`src/rtl/phys_free_list_pkg.sv`:
```
// Shared sizing for the physical-register free list.
// P_REG_SIZE : number of physical registers (power of two, > 32)
// P_WIDTH    : physical index width
// FL_DEPTH   : free-list capacity (registers beyond the 32 architectural ones)
// FL_PTR_W   : ring pointer width including the wrap bit
package phys_free_list_pkg;

    localparam int unsigned P_REG_SIZE = 64;
    localparam int unsigned P_WIDTH    = $clog2(P_REG_SIZE);
    localparam int unsigned FL_DEPTH   = P_REG_SIZE - 32;
    localparam int unsigned FL_PTR_W   = $clog2(FL_DEPTH) + 1;
    localparam int unsigned FL_IDX_W   = FL_PTR_W - 1;

    typedef logic [FL_PTR_W-1:0] fl_ptr_t;
    typedef logic [P_WIDTH-1:0]  paddr_t;

endpackage

```
`src/rtl/fl_ring_ptr.sv`:
```
// Wrap-bit ring pointer with increment and load.
// Ports:
//   clk, rst    : clock, asynchronous active-high reset (to RstVal)
//   inc_i       : advance pointer by one
//   load_i      : load load_val_i (takes priority over inc_i)
//   load_val_i  : value to load
//   ptr_o       : registered pointer value
module fl_ring_ptr
    import phys_free_list_pkg::*;
#(
    parameter fl_ptr_t RstVal = '0
) (
    input  logic    clk,
    input  logic    rst,
    input  logic    inc_i,
    input  logic    load_i,
    input  fl_ptr_t load_val_i,
    output fl_ptr_t ptr_o
);

    fl_ptr_t ptr_q, ptr_d;

    always_comb begin
        ptr_d = ptr_q;
        if (load_i) begin
            ptr_d = load_val_i;
        end else if (inc_i) begin
            ptr_d = ptr_q + fl_ptr_t'(1);
        end
    end

    always_ff @(posedge clk or posedge rst) begin
        if (rst) begin
            ptr_q <= RstVal;
        end else begin
            ptr_q <= ptr_d;
        end
    end

    assign ptr_o = ptr_q;

endmodule

```
`src/rtl/phys_free_list.sv`:
```
// Circular free list of physical register indices for the rename stage.
// Rename allocates from the speculative head; the ROB returns old mappings at the tail.
// A committed head lets a flush restore every speculative allocation in one cycle.
// Optional feature: define FREELIST_DUP_CHECK_EN to track a per-register free bit and
// flag (sticky dup_err) pushes of already-free registers or pushes into a full list.
// Ports:
//   clk, rst          : clock, asynchronous active-high reset
//   alloc_req         : rename wants one destination register
//   alloc_ready       : list non-empty, allocation accepted this cycle
//   alloc_paddr       : index at head (show-ahead)
//   commit_valid      : ROB commits one instruction with rd != x0
//   commit_old_paddr  : old mapping returned to the list
//   flush             : discard all uncommitted allocations
//   free_count        : number of free entries
//   dup_err           : sticky duplicate-free error (0 without FREELIST_DUP_CHECK_EN)
module phys_free_list
    import phys_free_list_pkg::*;
(
    input  logic                clk,
    input  logic                rst,
    input  logic                alloc_req,
    output logic                alloc_ready,
    output logic [P_WIDTH-1:0]  alloc_paddr,
    input  logic                commit_valid,
    input  logic [P_WIDTH-1:0]  commit_old_paddr,
    input  logic                flush,
    output logic [FL_PTR_W-1:0] free_count,
    output logic                dup_err
);

    fl_ptr_t head_q, commit_head_q, tail_q;
    fl_ptr_t commit_head_next;
    paddr_t  mem_q [FL_DEPTH];

    logic fire, full, push_req, push;

    assign free_count       = tail_q - head_q;
    assign alloc_ready      = (free_count != '0);
    assign alloc_paddr      = mem_q[head_q[FL_IDX_W-1:0]];
    assign fire             = alloc_req & alloc_ready & ~flush;
    assign full             = (free_count == fl_ptr_t'(FL_DEPTH));
    // x0 never has a physical mapping to return
    assign push_req         = commit_valid & (commit_old_paddr != '0);
    assign commit_head_next = commit_head_q + fl_ptr_t'(commit_valid);

    fl_ring_ptr #(.RstVal(fl_ptr_t'(0))) u_head (
        .clk        (clk),
        .rst        (rst),
        .inc_i      (fire),
        .load_i     (flush),
        .load_val_i (commit_head_next),
        .ptr_o      (head_q)
    );

    fl_ring_ptr #(.RstVal(fl_ptr_t'(0))) u_commit_head (
        .clk        (clk),
        .rst        (rst),
        .inc_i      (commit_valid),
        .load_i     (1'b0),
        .load_val_i (fl_ptr_t'(0)),
        .ptr_o      (commit_head_q)
    );

    // Starts with the wrap bit set: tail - head = FL_DEPTH, list full
    fl_ring_ptr #(.RstVal(fl_ptr_t'(FL_DEPTH))) u_tail (
        .clk        (clk),
        .rst        (rst),
        .inc_i      (push),
        .load_i     (1'b0),
        .load_val_i (fl_ptr_t'(0)),
        .ptr_o      (tail_q)
    );

    always_ff @(posedge clk or posedge rst) begin
        if (rst) begin
            for (int i = 0; i < FL_DEPTH; i++) begin
                mem_q[i] <= paddr_t'(32 + i);
            end
        end else if (push) begin
            mem_q[tail_q[FL_IDX_W-1:0]] <= commit_old_paddr;
        end
    end

`ifdef FREELIST_DUP_CHECK_EN
    logic [P_REG_SIZE-1:0] is_free_q, is_free_d;
    logic                  dup_err_q, dup_hit;
    fl_ptr_t               tail_next, live_cnt;

    assign dup_hit   = push_req & (full | is_free_q[commit_old_paddr]);
    assign push      = push_req & ~dup_hit;
    assign tail_next = tail_q + fl_ptr_t'(push);
    assign live_cnt  = tail_next - commit_head_next;

    always_comb begin
        is_free_d = is_free_q;
        if (flush) begin
            // Rebuild from the committed window [commit_head_next, tail_next),
            // using this cycle's push value for the slot being written.
            is_free_d = '0;
            for (int i = 0; i < FL_DEPTH; i++) begin
                if ({1'b0, FL_IDX_W'(i) - commit_head_next[FL_IDX_W-1:0]} < live_cnt) begin
                    if (push && (FL_IDX_W'(i) == tail_q[FL_IDX_W-1:0])) begin
                        is_free_d[commit_old_paddr] = 1'b1;
                    end else begin
                        is_free_d[mem_q[i]] = 1'b1;
                    end
                end
            end
        end else begin
            if (fire) begin
                is_free_d[alloc_paddr] = 1'b0;
            end
            if (push) begin
                is_free_d[commit_old_paddr] = 1'b1;
            end
        end
    end

    always_ff @(posedge clk or posedge rst) begin
        if (rst) begin
            is_free_q <= {{FL_DEPTH{1'b1}}, {(P_REG_SIZE - FL_DEPTH){1'b0}}};
            dup_err_q <= 1'b0;
        end else begin
            is_free_q <= is_free_d;
            if (dup_hit) begin
                dup_err_q <= 1'b1;
            end
        end
    end

    assign dup_err = dup_err_q;
`else
    assign push    = push_req & ~full;
    assign dup_err = 1'b0;
`endif

endmodule

```
`config.mk`:
```
export PLATFORM = sky130hd
export DESIGN_NAME = phys_free_list
export DESIGN_NICKNAME = d
export VERILOG_FILES = /design/src/rtl/phys_free_list_pkg.sv /design/src/rtl/fl_ring_ptr.sv /design/src/rtl/phys_free_list.sv
export SDC_FILE = /design/constraint.sdc
export NUM_CORES = 1
export LEC_CHECK = 0
export CAP_MARGIN = 20
export CORE_ASPECT_RATIO = 1.75
export CORE_MARGIN = 8
export CORE_UTILIZATION = 45
export CTS_BUF_LIST = sky130_fd_sc_hd__clkbuf_4 sky130_fd_sc_hd__clkbuf_8
export CTS_CLUSTER_DIAMETER = 80
export DETAILED_ROUTE_END_ITERATION = 8
export GPL_ROUTABILITY_DRIVEN = 0
export GPL_TIMING_DRIVEN = 0
export PLACE_DENSITY = 0.7
export SLEW_MARGIN = 20
export SYNTH_ARGS = -nofsm -noshare
export SYNTH_HDL_FRONTEND = slang
export SYNTH_SLANG_ARGS = --single-unit
```
`constraint.sdc`:
```
create_clock -name clk -period 11.7 [get_ports clk]
set_clock_uncertainty 0.1 [all_clocks]
set_input_delay 2.925 -clock clk [delete_from_list [all_inputs] [get_ports clk]]
set_output_delay 2.925 -clock clk [all_outputs]
set_load 0.01 [all_outputs]
```
Word level (Yosys, flattened, before mapping)
Cells that the tools add are included.
{"block": "totals", "mem_count": 0, "ff_bits": 210, "romBits": 0, "ramBits": 0, "inputBits": 11, "word_cells": 64, "latch_bits": 0}
{"block": "op_classes", "n_eq_ne": 1, "n_mux": 8, "reduce_logical": 4, "n_div": 0, "n_addsub": 5, "n_lt_le_gt_ge": 3, "n_shift": 0, "n_mul": 0, "bitwise": 8}
{"op": "192-bit bitwise mux", "count": 1}
{"op": "6-bit binary-select mux with 5-bit select", "count": 1}
{"op": "6-bit demux with 5-bit select", "count": 1}
{"op": "6-bit two-way mux", "count": 5}
{"op": "6-bit by 1-bit adder with 6-bit output (second input constant)", "count": 3}
{"op": "6-bit >= comparator (second input constant)", "count": 2}
{"op": "5-bit NOT with 6-bit output", "count": 2}
{"op": "6-bit nonzero test", "count": 2}
{"op": "6-bit by 1-bit adder with 6-bit output", "count": 1}
{"op": "6-bit == test (second input constant)", "count": 1}
{"op": "6-bit by 1-bit less-than comparator with 1-bit output (second input constant)", "count": 1}
{"op": "6-bit subtractor", "count": 1}
{"op": "1-bit AND", "count": 4}
{"op": "1-bit NOT", "count": 2}
{"op": "2-bit nonzero test", "count": 1}
{"op": "1-bit logical AND", "count": 1}

Depth between registers and ports, before layout
Gate-level depths: netlist (run 1).
{"block": "logic_depth", "word_depth": 6, "ltp_mapped": 11, "mapped_depth_nobuf": 9}

Modules after synthesis
A second synthesis (run 1) with hierarchy kept.
{"block": "hier_totals", "hier_cells": 737, "area_unflattened_um2": 11337.1}
{"module": "phys_free_list", "seq_area_each_um2": 4944.7, "cells_each": 632, "area_each_um2": 10329.9, "instances": 1}
{"module": "fl_ring_ptr at u_commit_head ...", "seq_area_each_um2": 150.1, "cells_each": 35, "area_each_um2": 335.3, "instances": 2}
{"module": "fl_ring_ptr at u_tail", "seq_area_each_um2": 151.4, "cells_each": 35, "area_each_um2": 336.6, "instances": 1}

Worst setup path before layout (run 1)
Ideal clock, no wire load.
{"block": "synth_timing", "path_type": "reg2out", "startpoint": "register u_head.ptr_q[3], in the netlist u_head.ptr_o[3]", "endpoint": "output port alloc_ready", "path_stages_with_launch": 9, "t_arrival_ps": 2640, "setup_slack_ps": 6035, "n_path_buf": 1, "required_time_ps": 8675, "path_cell_list": "dfrtp_1 > inv_1 > buf_1 > ha_1 > o21ai_0 > a21oi_1 > a31o_2 > or2_2 > or3_1"}
{"block": "synth_between", "elab_chain_len": 2}
{"element": "start, declared", "line": "fl_ring_ptr.sv:21", "rtl": "fl_ptr_t ptr_q, ptr_d;"}
{"element": "start signal, assigned", "line": "fl_ring_ptr.sv:34", "rtl": "ptr_q <= RstVal;"}
{"element": "start signal, assigned", "line": "fl_ring_ptr.sv:36", "rtl": "ptr_q <= ptr_d;"}
{"element": "6-bit subtractor", "line": "phys_free_list.sv:37", "rtl": "assign free_count = tail_q - head_q;"}
{"element": "named net free_count[5]", "line": "phys_free_list.sv:27", "rtl": "output logic [FL_PTR_W-1:0] free_count,"}
{"element": "6-bit nonzero test", "line": "phys_free_list.sv:38", "rtl": "assign alloc_ready = (free_count != '0);"}
{"element": "end, declared", "line": "phys_free_list.sv:22", "rtl": "output logic alloc_ready,"}
The timed path passes the listed nets, and every way through them passes these cells.

Worst setup path in the final report (run 1)
{"block": "layout_timing", "startpoint": "register u_head.ptr_q[2], in the netlist u_head.ptr_o[2]", "endpoint": "output port alloc_ready"}
{"block": "layout_between", "elab_chain_len": 2}
{"element": "6-bit subtractor", "line": "phys_free_list.sv:37"}
{"element": "6-bit nonzero test", "line": "phys_free_list.sv:38"}
Every way passes these cells.

==> summary.md, run 1 <==
| Metric | Value |
|---|---|
| Status | `complete, no violations` |
| Vias/cell | `roughly 5.8` |
| Logic pwr share | `43.8%` |
| Post-DP HPWL | `about 19 mm` |
| GRT Total Usage | `18.2%` |
| Synth Cell Area | `approximately 11000 um^2` |
| Fin Setup TNS | `0 ns` |
| Num CTS Buffers | `31` |
| Worst EP arrival | `4.21 ns` |
| Pin count of the biggest net entering global routing | `120` |
| Post-placement cell count | `1019` |
| Clk buf depth | `3` |
| Fill count | `1973` |
| Crit path kind | `reg -> out` |
| Die H | `220 um` |
| Psw | `1.20 mW` |
| Ys async rst share | `100%` |
| PortBufs | `23` |
| Initial Utilization | `45.2%` |
| Tmin final | `7.24 ns` |
| Worst endpoint required time | `8.68 ns` |
| Total grt overflow | `0` |
| WHS | `between 0.3 and 0.4 ns` |
| VDD IR max | `0.135 mV` |
| Sw frac | `between 30% and 40%` |
| Fraction of layout cells with a size suffix above 1 | `slightly above 60%` |
| I/O pin cnt | `25` |
| DR WL/cell | `23.6 um` |
| Clock power share | `18.0%` |
| Post-Layout Cell Count | `1078` |
| CP startpoint | `u_head.ptr_o[2]$_DFFE_PP0P_` |
| Vias in the first global route | `7017` |
| Unrepaired setup endpoints after global routing | `false` |
| Pre-CTS setup slack | `5.10 ns` |
| Fin crit share | `61.9%` |
| Power after layout | `approximately 3.5 mW` |
| Sequential share of the synthesized area | `50.3%` |
| Hold_sp | `u_commit_head.ptr_o[5]$_DFFE_PP0P_` |
| H-tree depth | `1` |
| Seq cells post-synth | `210` |
| R2R Path Start | `u_head.ptr_o[2]$_DFFE_PP0P_` |
| Vias | `6202` |
| P_leak | `4.91 nW` |
| Remaining DRCs | `0` |
| Final Hold Viols | `0` |
| Area growth, synth to finish | `12.5%` |
| Antenna-violating nets left | `0` |
| Min setup slack post-route | `between 4 and 5 ns` |
| CTS tree | `built` |
| EDFF count, synth | `0` |
| Total iterations of the first detailed-routing run | `6` |
| CP Max Fanout | `10` |
| Power share of the sequential group | `between 30% and 40%` |
| Synth Flop Type | `dfstp_2` |
| Skew-Pair Late Insertion Delay | `0.59 ns` |
| Global-route wire length before repair | `40.6 mm` |
| Clk root buf | `clkbuf_8` |
| Chip Width | `133 um` |
| Pwr/cell area | `288 nW/um^2` |
| Hold WC Path Type | `reg -> reg` |
| Die area | `29200 um^2` |
| Worst Max-Slew Pin Slew | `1.02 ns` |
| Synthesized instance count | `approximately 690` |
| Post-CTS Hold Buffers | `0` |
| Core box area | `23700 um^2` |
| Slew HR | `between 30% and 40%` |
| Yosys warns | `0` |
| Fmax | `138 MHz` |
| Syn Area/Cell | `15.6 um^2` |
| # diodes | `0` |
| Post-cts sizing count | `0` |
| Setup violators final | `0` |
| Post-synthesis net count | `roughly 710` |
| # rows | `75` |
| Initial antenna violation count | `0` |
| Clock transition at path regs | `0.07 ns` |
| Max Transition Viols Final | `0` |
| Routed wire length | `25.5 mm` |
| Post-synth cell types | `45` |
| Final nets | `770` |
| DRT iter0 DRCs | `319` |
| Clk sink count | `210` |
| Endpoint class of the critical path | `output pin` |
| Max-cap viol count | `0` |
| Internal Power | `2.28 mW` |
| Startpoint Class | `register` |
| Post-CTS setup buffer count | `0` |
==> area by class of cell <==
cell class	count	area (um^2)	share of cell area (%)
flip-flops and latches	210	5400	44.7
multi-input cells	417	5060	41.9
clock buffers	52	634	5.26
well taps	308	385	3.19
repair buffers	25	269	2.23
plain buffers	49	243	2.01
inverters	11	48.8	0.404
clock inverters	6	32.5	0.270
==> layout by cell type (no fill, tap or decap), types with 10 or more instances in the layout <==
cell type and count:
clkbuf_8 39, nor2_1 10, mux2_2 184, ha_1 13
nand4_1 11, dfstp_2 113, inv_1 10, buf_2 12
clkbuf_1 30, nand2_1 26, mux4_2 60, clkdlybuf4s50_1 23
clkbuf_4 13, xnor2_1 14, mux2_1 11, nand4_4 25
dfrtp_1 97
==> power groups by stage <==
stage	Sequential [mW]	Clock [mW]	Combinational (mW)
3_5_place_dp	1.33	0	1.53
4_1_cts	1.32	0.640	1.54
5_1_grt	1.36	0.673	1.63
6_report	1.33	0.624	1.52
3_3_place_gp	1.30	0	1.47
2_1_floorplan	1.26	0	1.09
==> stage by stage <==
step                      instance area (um^2)  utilization [%]
after detailed placement                 11400             48.0
after global placement                   11300             47.8
after CTS                                12100             50.8
after floorplan                          10700                -
after global routing                     12100             50.8
final                                    12100             50.8
==> state kept, by name (all words and copies together), names as in the netlist <==
register and flops:
mem_q 192, u_commit_head.ptr_o 6, u_head.ptr_o 6, u_tail.ptr_o 6
==> layer usage <==
layer,wire [um],vias up,GRT usage (%)
met5,0,-,0
met2,14200,146,34.2
met4,1530,0,11.6
met1,8800,3293,18.3
li1,-,2684,-
met3,933,79,2.80
==> cell usage after synthesis, drive strengths merged (6+ instances only) <==
master / number / area, um^2
mux2: 195 / 2200
dfstp: 113 / 2970
dfrtp: 97 / 2430
mux4: 60 / 1350
nand4: 36 / 601
clkbuf: 30 / 113
nand2: 26 / 97.6
buf: 19 / 130
xnor2: 14 / 123
ha: 13 / 163
inv: 11 / 41.3
nor2: 10 / 37.5
and2: 7 / 43.8
nand3: 6 / 30.0
xor2: 6 / 52.6
==> final timing paths <==
path                                                      endpoint  slack, ns  cells after the start
worst max-delay path                                   alloc_ready       4.46                      9
worst min-delay path            u_commit_head.ptr_o[5]$_DFFE_PP0P_       0.40                      1
worst max register to register              mem_q[154]$_DFFE_PP0P_       7.64                      9
worst min register to register  u_commit_head.ptr_o[5]$_DFFE_PP0P_       0.40                      1
max in group asynchronous                    mem_q[90]$_DFFE_PP0P_       7.68                      3
min in group asynchronous                    mem_q[43]$_DFFE_PP0P_       2.74                      2
==> logic make-up (layout without fill, tap and decap cells) <==
group	after synthesis	in the layout	synth area share (%)
other cells	1	1	0.0350
mux	257	257	33.2
xor+xnor	20	20	1.63
fa+ha+maj	14	14	1.70
simple gates	106	106	8.86
flops	210	210	50.3
compound gates	19	19	1.57
buf+inv	60	143	2.65
==> critical path: stages (launching register included) <==
cell,delay (ns)
dfrtp_1,0.55
clkbuf_1,0.64
inv_1,0.21
ha_1,0.40
o21ai_0,0.22
a21oi_1,0.11
a31o_2,0.33
or2_2,0.32
or3_1,0.37
clkdlybuf4s50_1,0.48
Power figures use the tool's default switching activity.
==> run 2: changes to the inputs <==
--- a/config.mk
+++ b/config.mk
@@ -14,7 +14,7 @@
 export DETAILED_ROUTE_END_ITERATION = 8
 export GPL_ROUTABILITY_DRIVEN = 0
 export GPL_TIMING_DRIVEN = 0
-export PLACE_DENSITY = 0.7
+export PLACE_DENSITY = 0.72
 export SLEW_MARGIN = 20
 export SYNTH_ARGS = -nofsm -noshare
 export SYNTH_HDL_FRONTEND = slang
==> constraint.sdc (replaced) <==
create_clock -name clk -period 5.9 [get_ports clk]
set_clock_uncertainty 0.1 [all_clocks]
set_input_delay 1.475 -clock clk [delete_from_list [all_inputs] [get_ports clk]]
set_output_delay 1.475 -clock clk [all_outputs]
set_load 0.01 [all_outputs]
==> run 2 against run 1 <==
  * Final cell count is 0.28% higher
  * Flip-flop and latch count unchanged
  * Hold slack worse by 0.0099 ns
  * Core utilization is 0.30 points higher
  * Non-clock buffer count up 4
  * Via count is 1.6% lower
  * Largest cell class unchanged
==> summary.md, run 2 (synthesis results as in run 1) <==
| Metric | Value |
|---|---|
| Status | `complete, no violations` |
| Worst path slowest cell | `clkbuf_1` |
| Fin Setup TNS | `0 ns (unchanged)` |
| Most common cell after layout, fill and taps aside | `mux2_2` |
| CTS tree | `built` |
| I/O pin cnt | `25 (unchanged)` |
| Crit path largest cell delay | `0.66 ns (+0.02 ns)` |
| Initial Utilization | `45.2% (unchanged)` |
| CP Max Fanout | `10 (unchanged)` |
| Final Hold Viols | `0 (unchanged)` |
| Skew-Pair Late Insertion Delay | `0.58 ns (about the same)` |
| Post-CTS setup buffer count | `0 (unchanged)` |
| Slew HR | `32.3% (+0.65 points)` |
| Initial antenna violation count | `1 (+1)` |
| Vias in the first global route | `6766 (-3.6%)` |
| Unrepaired setup endpoints after global routing | `false` |
| Fin crit share | `96.9%` |
| Most frequent cells in the layout | `mux2_2 (184), dfstp_2 (113), dfrtp_1 (97)` |
| Chip Width | `133 um (unchanged)` |
| Fill count | `1945 (-1.4%)` |
| Pre-CTS setup slack | `0.717 ns (-4.39 ns)` |
| Clk buf depth | `3 (unchanged)` |
| Hold WC Path Type | `reg -> reg` |
| Setup violators final | `0 (unchanged)` |
| Endpoint class of the critical path | `output pin` |
| Max Transition Viols Final | `0 (unchanged)` |
| Tmin final | `5.72 ns` |
| Fraction of layout cells with a size suffix above 1 | `60.8% (+0.23 points)` |
| Worst EP arrival | `4.14 ns (-0.07 ns)` |
| P_leak | `4.94 nW (+0.64%)` |
| Post-Layout Cell Count | `1081 (+0.28%)` |
| Clk root buf | `clkbuf_8` |
| H-tree depth | `1 (unchanged)` |
| Worst Max-Slew Pin Slew | `1.01 ns (-0.00973 ns)` |
| Total grt overflow | `0 (unchanged)` |
| Pwr/cell area | `562 nW/um^2 (+95%)` |
| Final Core Density | `51.1% (+0.30 points)` |
| DR WL/cell | `23.0 um (-2.7%)` |
| # rows | `75 (unchanged)` |
| Cell family with most CP delay | `buffers and inverters` |
| Crit path kind | `reg -> out` |
| Total iterations of the first detailed-routing run | `4 (-2)` |
| Antenna-violating nets left | `0 (unchanged)` |
| Vias | `6100 (-1.6%)` |
| Global-route wire length before repair | `39.6 mm (-2.5%)` |
| Max FFs per register | `192 (unchanged)` |
| Core box area | `23700 um^2 (unchanged)` |
| Remaining DRCs | `0 (unchanged)` |
| Fmax | `175 MHz` |
| Num CTS Buffers | `30 (-3.2%)` |
| Die H | `220 um (unchanged)` |
| Post-placement cell count | `1024 (+0.49%)` |
| Top reg by flops | `mem_q` |
| Startpoint Class | `register` |
| Clk sink count | `210 (unchanged)` |
| Min setup slack post-route | `0.181 ns (-4.28 ns)` |
| Final nets | `773 (+0.39%)` |
| DRT iter0 DRCs | `267 (-16%)` |
| PortBufs | `23 (unchanged)` |
| Post-DP HPWL | `18.0 mm (-3.2%)` |
| Worst endpoint required time | `4.32 ns (-4.36 ns)` |
| Vias/cell | `5.64 (-1.9%)` |
| Routed wire length | `24.9 mm (-2.4%)` |
| GRT Total Usage | `17.7% (-0.49 points)` |
| Area growth, synth to finish | `13.1%` |
| CP cell instances | `clkbuf_1 -> inv_1 -> ha_1 -> o21ai_0 -> a21oi_1 -> a31o_2 -> or2_2 -> or3_1 -> clkdlybuf4s50_1` |
| Max-cap viol count | `0 (unchanged)` |
| Die area | `29200 um^2 (unchanged)` |
| Clock transition at path regs | `0.06 ns (about the same)` |
| VDD IR max | `0.286 mV (+110%)` |
| WP buf/inv | `3 (unchanged)` |
| Pin count of the biggest net entering global routing | `36 (-70%)` |
[run 2: cell count changes in the layout (fill, tap and decap cells not counted), sizes merged]
cell    change
inv         -1
clkbuf      +2
clkinv      -3
diode       +1
bufinv      +1
buf         +3
[run 2: final timing paths]
path	startpoint	endpoint	slack, ns	depth (start not counted)
max	u_head.ptr_o[2]$_DFFE_PP0P_	alloc_ready	0.18	9
min	u_commit_head.ptr_o[5]$_DFFE_PP0P_	u_commit_head.ptr_o[5]$_DFFE_PP0P_	0.39	1
max reg2reg	u_head.ptr_o[2]$_DFFE_PP0P_	mem_q[157]$_DFFE_PP0P_	1.86	9
min reg2reg	u_commit_head.ptr_o[5]$_DFFE_PP0P_	u_commit_head.ptr_o[5]$_DFFE_PP0P_	0.39	1
max in group asynchronous	rst	mem_q[12]$_DFFE_PP1P_	3.21	6
min in group asynchronous	rst	mem_q[109]$_DFFE_PP0P_	1.17	2
[run 2: report_power, final]
part / leakage (nW) / switching (mW) / total, mW / internal [mW]
Combinational: 2.18 / 1.42 / 2.97 / 1.55
Clock: 0.356 / 0.553 / 1.25 / 0.694
Sequential: 2.41 / 0.331 / 2.61 / 2.28
[run 2: layer usage]
| metal | track usage (%) | vias to the layer above | part of all wire [%] |
|---|---|---|---|
| li1 | - | 2706 | - |
| met5 | 0 | - | 0 |
| met1 | 18.6 | 3219 | 36 |
| met3 | 2.16 | 62 | 3.2 |
| met4 | 10.0 | 0 | 5.0 |
| met2 | 33.4 | 113 | 56 |
[run 2: area by class of cell]
| type | instances | area (um^2) | area share (%) |
|---|---|---|---|
| Inverter | 11 | 45.0 | 0.371 |
| Clock buffer | 53 | 617 | 5.08 |
| Timing Repair Buffer | 29 | 350 | 2.89 |
| Tap cell | 308 | 385 | 3.17 |
| Sequential cell | 210 | 5400 | 44.5 |
| Multi-Input combinational cell | 417 | 5060 | 41.7 |
| Buffer | 49 | 244 | 2.01 |
| Antenna cell | 1 | 2.50 | 0.0206 |
| Clock inverter | 3 | 40.0 | 0.330 |
[run 2: through the flow]
| step | hold slack, ns | power [mW] | area [um^2] |
|---|---|---|---|
| CTS | 0.394 | 6.89 | 12100 |
| global placement | 0.372 | 5.53 | 11300 |
| detailed placement | 0.380 | 5.63 | 11500 |
| finish | 0.387 | 6.83 | 12100 |
| global route | 0.403 | 7.22 | 12100 |
| floorplan | 0.359 | 4.67 | 10700 |
[run 2: worst register-to-register path, delay by kind of cell (launching register included)]
| kind | cells | cell delay [ns] |
|---|---|---|
| buf+inv | 2 | 0.87 |
| flops | 1 | 0.55 |
| compound gates | 4 | 1.04 |
| mux | 1 | 0.44 |
| simple gates | 1 | 0.52 |
| fa+ha+maj | 1 | 0.40 |
[run 2: what timing repair did]
action / 4_1_cts / 5_1_grt
endpoints found under the setup margin: 0 / 1
hold buffers: 0 / 0
resized for setup: 0 / 2
==> run 3: changes to the inputs <==
--- a/config.mk
+++ b/config.mk
@@ -10,7 +10,6 @@
 export CORE_MARGIN = 8
 export CORE_UTILIZATION = 45
 export CTS_BUF_LIST = sky130_fd_sc_hd__clkbuf_4 sky130_fd_sc_hd__clkbuf_8
-export CTS_CLUSTER_DIAMETER = 80
 export DETAILED_ROUTE_END_ITERATION = 8
 export GPL_ROUTABILITY_DRIVEN = 0
 export GPL_TIMING_DRIVEN = 0
==> results of run 3 <==
No change in the layout: final DEF, timing and power equal those of run 2.
